File: config.mk
export PLATFORM = sky130hd
export DESIGN_NAME = cdrom_link_responder
export DESIGN_NICKNAME = d
export VERILOG_FILES = /design/src/rtl/cdrom_link_responder.sv
export SDC_FILE = /design/constraint.sdc
export NUM_CORES = 1
export LEC_CHECK = 0
export BUFFER_PORTS_ARGS = -buffer_cell sky130_fd_sc_hd__buf_2
export CAP_MARGIN = 5
export CORE_UTILIZATION = 40
export CTS_CLUSTER_SIZE = 10
export DETAILED_ROUTE_END_ITERATION = 8
export PLACE_DENSITY_LB_ADDON = 0.15
export SKIP_CTS_REPAIR_TIMING = 1
export SYNTH_ARGS = -nofsm -noshare
export SYNTH_HDL_FRONTEND = slang
export SYNTH_SLANG_ARGS = --single-unit
File: constraint.sdc
create_clock -name clk -period 3.67 [get_ports clk]
set_input_delay 0.1835 -clock clk [delete_from_list [all_inputs] [get_ports clk]]
set_output_delay 0.1835 -clock clk [all_outputs]
set_load 0.02 [all_outputs]
File: src/rtl/cdrom_link_responder.sv
// CD-ROM link responder: answers initiator byte strobes with status, FIFO data,
// FIFO count or flush acknowledgement, fed by a local producer through a byte FIFO.
module cdrom_link_responder #(
  parameter int DEPTH       = 16,
  parameter int SYNC_STAGES = 2
) (
  input  logic                     clk,
  input  logic                     rst_n,
  input  logic [3:0]               raspi_cmd,
  input  logic                     raspi_clk,
  input  logic                     raspi_en,
  output logic [7:0]               raspi_data,
  output logic                     raspi_ack,
  input  logic                     load_valid,
  input  logic [7:0]               load_data,
  output logic                     load_ready,
  output logic [$clog2(DEPTH):0]   fifo_count
);

  localparam int AW = $clog2(DEPTH);
  localparam int CW = AW + 1;

  localparam logic [3:0] CMD_STATUS = 4'h0;
  localparam logic [3:0] CMD_DATA   = 4'h1;
  localparam logic [3:0] CMD_COUNT  = 4'h2;
  localparam logic [3:0] CMD_FLUSH  = 4'h3;

  typedef enum logic [1:0] {IDLE, RESP, RELEASE} state_e;

  logic [3:0]             cmd_sync_q [SYNC_STAGES];
  logic [SYNC_STAGES-1:0] clk_sync_q, en_sync_q;
  logic                   clk_prev_q;

  // NOTE: sequential state uses non-blocking (<=) so every flop samples pre-edge values.
  always_ff @(posedge clk or negedge rst_n) begin
    if (!rst_n) begin
      for (int i = 0; i < SYNC_STAGES; i++) cmd_sync_q[i] <= '0;
      clk_sync_q <= '0;
      en_sync_q  <= '0;
      clk_prev_q <= 1'b0;
    end else begin
      cmd_sync_q[0] <= raspi_cmd;
      clk_sync_q[0] <= raspi_clk;
      en_sync_q[0]  <= raspi_en;
      for (int i = 1; i < SYNC_STAGES; i++) begin
        cmd_sync_q[i] <= cmd_sync_q[i-1];
        clk_sync_q[i] <= clk_sync_q[i-1];
        en_sync_q[i]  <= en_sync_q[i-1];
      end
      clk_prev_q <= clk_sync_q[SYNC_STAGES-1];
    end
  end

  logic [3:0] cmd_s;
  logic       clk_s, en_s, strobe_rise;
  assign cmd_s       = cmd_sync_q[SYNC_STAGES-1];
  assign clk_s       = clk_sync_q[SYNC_STAGES-1];
  assign en_s        = en_sync_q[SYNC_STAGES-1];
  assign strobe_rise = clk_s & ~clk_prev_q;

  state_e          state_q;
  logic [7:0]      data_q;
  logic            ack_q, underflow_q, bad_cmd_q;
  logic [7:0]      mem_q [DEPTH];
  logic [AW-1:0]   rd_ptr_q, wr_ptr_q;
  logic [CW-1:0]   count_q, count_d;

  logic decode, is_flush, empty, full, pop, wr;
  assign decode     = (state_q == IDLE) && strobe_rise && en_s;
  assign is_flush   = decode && (cmd_s == CMD_FLUSH);
  assign empty      = (count_q == '0);
  assign full       = (count_q == CW'(DEPTH));
  assign pop        = decode && (cmd_s == CMD_DATA) && !empty;
  assign load_ready = !full && !is_flush;
  assign wr         = load_valid && load_ready;

  logic [7:0] resp_d;
  // NOTE: every always_comb output gets a default first, so no path can infer a latch.
  always_comb begin
    resp_d = 8'hFF;
    case (cmd_s)
      CMD_STATUS: resp_d = {underflow_q, bad_cmd_q, full, empty, 4'b0000};
      CMD_DATA:   resp_d = empty ? 8'h00 : mem_q[rd_ptr_q];
      CMD_COUNT:  resp_d = 8'(count_q);
      CMD_FLUSH:  resp_d = 8'h00;
      default:    resp_d = 8'hFF;
    endcase
  end

  always_comb begin
    count_d = count_q;
    if (is_flush)          count_d = '0;
    else if (wr && !pop)   count_d = count_q + CW'(1);
    else if (pop && !wr)   count_d = count_q - CW'(1);
  end

  // NOTE: storage array has no reset; emptiness is defined by the pointers and count alone.
  always_ff @(posedge clk) begin
    if (wr) mem_q[wr_ptr_q] <= load_data;
  end

  always_ff @(posedge clk or negedge rst_n) begin
    if (!rst_n) begin
      rd_ptr_q <= '0;
      wr_ptr_q <= '0;
      count_q  <= '0;
    end else begin
      count_q <= count_d;
      if (is_flush) begin
        rd_ptr_q <= '0;
        wr_ptr_q <= '0;
      end else begin
        if (wr)  wr_ptr_q <= wr_ptr_q + AW'(1);
        if (pop) rd_ptr_q <= rd_ptr_q + AW'(1);
      end
    end
  end

  // Decode and sticky-flag updates happen only on the IDLE->RESP edge.
  always_ff @(posedge clk or negedge rst_n) begin
    if (!rst_n) begin
      state_q     <= IDLE;
      ack_q       <= 1'b0;
      data_q      <= 8'h00;
      underflow_q <= 1'b0;
      bad_cmd_q   <= 1'b0;
    end else begin
      case (state_q)
        IDLE: begin
          if (decode) begin
            state_q <= RESP;
            ack_q   <= 1'b1;
            data_q  <= resp_d;
            case (cmd_s)
              CMD_STATUS: begin
                underflow_q <= 1'b0;
                bad_cmd_q   <= 1'b0;
              end
              CMD_DATA:  if (empty) underflow_q <= 1'b1;
              CMD_COUNT, CMD_FLUSH: ;
              default:   bad_cmd_q <= 1'b1;
            endcase
          end
        end
        RESP: begin
          if (!en_s || !clk_s) begin
            state_q <= RELEASE;
            ack_q   <= 1'b0;
          end
        end
        RELEASE: state_q <= IDLE;
        default: begin
          state_q <= IDLE;
          ack_q   <= 1'b0;
        end
      endcase
    end
  end

  assign raspi_data = data_q;
  assign raspi_ack  = ack_q;
  assign fifo_count = count_q;

endmodule

==> run summary <==
Io pins - 32
Largest net degree at the start of global routing - 40
Fraction of layout instances using a drive strength above 1 - 27.82%
Final GP Congestion - 0.7716
Final Hold Viols - 0
Max Clk Rate - 305.2 MHz
RR Endpoint - fifo_count[4]
Crit path DAT - 3570 ps
Library cells used by synthesis - 56
Max-slew violation count - 0
Syn Nets - 403
Initial core utilization - 41.12%
Min-Delay Path Class - input pin to flop
Measured slew at the worst slew-check pin - 909.9 ps
Worst-Skew Late Latency - 420 ps
Worst VDD drop - 0.3486 mV
Most common cell after layout, fill and taps aside - edfxtp_1
Gr usage total - 17.04%
Synth-to-layout area growth - 16.14%
Die X - 132.8 um
Flop pwr share - 46.7%
Max Buffers Root-to-Sink - 2
Avg Synthesized Cell Area - 18.20 sq um
R2r setup slk - 390 ps
Post-DP HPWL - 9041 um
Synth Cell Area - 0.006844 sq mm
Top FF cell, synth - edfxtp_1
Final Cell Area - 0.007949 sq mm
Worst R2R Start - fifo_count[0]
Hold endpoint - mem_q[9][0]
Fillcell total - 1397
Status - completed
1st-pass router iterations - 5
Yosys reg bits - 167
Inserted Diodes - 0
Internal power - 3.818 mW
Final core occ - 47.76%
Final std cells w/o fill - 655
Post-synth top area cell - edfxtp_1
Syn Inst Count - 376
Sequential-to-total area share from yosys stat - 70.42%
Iteration-0 DRC Markers - 285
Setup violators final - 0
Setup TNS - 0 ps
RSZ-0062 raised after global routing - false
Synth Warn # - 0
Nets - 449
Global-route wire length before repair - 21400 um
Chip height - 132.8 um
Final worst-path cycle share - 89.29%
Post-synth EDFFs - 128
Remaining routing DRC violations - 0
Top cells by area in the synthesized netlist - edfxtp_1, dfrtp_1, mux4_2
WHS - 143.4 ps
Vias per inst - 5.290
Total die area - 0.01764 sq mm
CP endpoint kind - flop
Root buffer cell - clkbuf_16
Pwr per Cell Area - 657.1 mW/mm^2
Total number of vias - 3465
Port bufs - 31
Clock sinks - 167
Max FO, Critical Path - 8
Clock power frac - 36.7%
Leak Pwr - 2.736 nW
Worst EP required - 3970 ps
Min-delay src - load_data[0]
Core area - 0.01664 sq mm
Synth top area share - 56.16%
Final WL - 13960 um
R2R depth - 9
Post-placement cell area - 0.007242 sq mm
Clock slew at reported path FFs - 70 ps
Gate power share - 16.6%
Max-slew headroom - 39.34%
Net switching power - 1.405 mW
Placed cells - 616
Max Cap Viol - 0
Switching share of power - 26.89%
Most frequent cells in the layout - edfxtp_1, dfrtp_1, mux4_2
Ys async rst share - 23.35%
Total grt overflow - 0
H-tree depth - 4
Nature of the critical path startpoint - flop
CTS tree - yes
Antenna-violating nets left - 0
Vias in the first global route - 3602
Row count - 47
Initial antenna violation count - 0
CTS Buf Count - 17
Critical setup path kind - flop to flop
Fin crit period - 3277 ps
Avg WL per Cell - 21.32 um
Fin Clk Skew - 9.855 ps
Hold Path Stages - 1
-- stage by stage --
stage	power, mW	setup slack, ps
3_5_place_dp	3.353	422.9
4_1_cts	5.269	409.6
2_1_floorplan	3.066	490.9
3_3_place_gp	3.333	500.7
6_report	5.223	393.0
5_1_grt	5.442	200.9
-- cells by family (layout without fill, tap and decap cells) --
group                    count (synthesis)  count (layout)  synth area share [%]
buffers and inverters                   24              83                 1.828
AND/OR/NAND/NOR                         74              74                 6.271
multiplexers                            52              52                 13.55
flip-flops                             167             167                 70.42
AO/OA/AOI/OAI                           40              40                 4.625
XOR/XNOR                                 9               9                 1.371
adder cells (fa/ha/maj)                 10              10                 1.938
-- power by group through the flow --
stage	Combinational (mW)	Sequential, mW	Clock (mW)
after floorplan	0.611	2.46	0
after global placement	0.865	2.47	0
after detailed placement	0.871	2.48	0
after CTS	0.881	2.44	1.95
after global routing	0.958	2.47	2.01
final	0.868	2.44	1.92
-- synth_stat cells, drive strengths merged, types with 2 or more instances --
cell type and n:
xnor2 5, nand4 3, mux2i 15, ha 9, dfrtp 39, mux4 32
o21ai 5, mux2 5, xor2 4, o21a 3, clkbuf 7, nand2 18
nor4 2, o221ai 3, nor3b 3, a221o 4, and4 5, a21oi 8
a211oi 2, inv 5, edfxtp 128, buf 12, and2 13, nor3 3
nand3 4, or3 2, nor2 16, o22a 4
-- cell type report --
class	instances	area [sq um]	share of cell area [%]
sequential	167	4821	60.65
clock inverter	13	193.9	2.440
clock buffer	19	442.9	5.572
multi-input combinational	185	1899	23.89
tap	220	275.3	3.463
timing repair buffer	46	297.8	3.746
inverter	5	18.77	0.2361
-- layer usage --
layer / routed length [um] / share of wire, % / up-vias / track usage, %
li1: - / - / 1587 / -
met1: 6349 / 45 / 1789 / 22.65
met2: 6848 / 49 / 70 / 27.49
met3: 454 / 3.3 / 19 / 3.563
met4: 311 / 2.2 / 0 / 6.705
met5: 0 / 0 / - / 0
-- worst max path at each step --
stage	from	end	slack (ps)	depth (start not counted)
after floorplan	fifo_count[0]	fifo_count[4]	490	10
after global placement	fifo_count[0]	fifo_count[4]	500	9
after detailed placement	fifo_count[0]	fifo_count[4]	420	9
after CTS	fifo_count[0]	fifo_count[4]	410	9
after global routing	fifo_count[0]	fifo_count[4]	200	9
final	fifo_count[0]	fifo_count[4]	390	9
-- critical path: stages (launching register included) --
cell	delay (ps)
dfrtp_1	470
or4_1	690
o2111ai_2	240
nand2_1	230
fa_1	480
a21o_1	190
a21oi_1	330
nor2_2	60
a2111oi_2	380
a211oi_2	80
-- state kept, by name, indices dropped and copies added, names as in the netlist --
register,flops
mem_q,128
fifo_count,5
clk_sync_q,2
underflow_q,1
cmd_s,4
rd_ptr_q,4
state_q,2
wr_ptr_q,4
en_sync_q,2
raspi_data,8
clk_prev_q,1
bad_cmd_q,1
raspi_ack,1
cmd_sync_q,4
No activity file was read; power rests on OpenSTA's default activity.
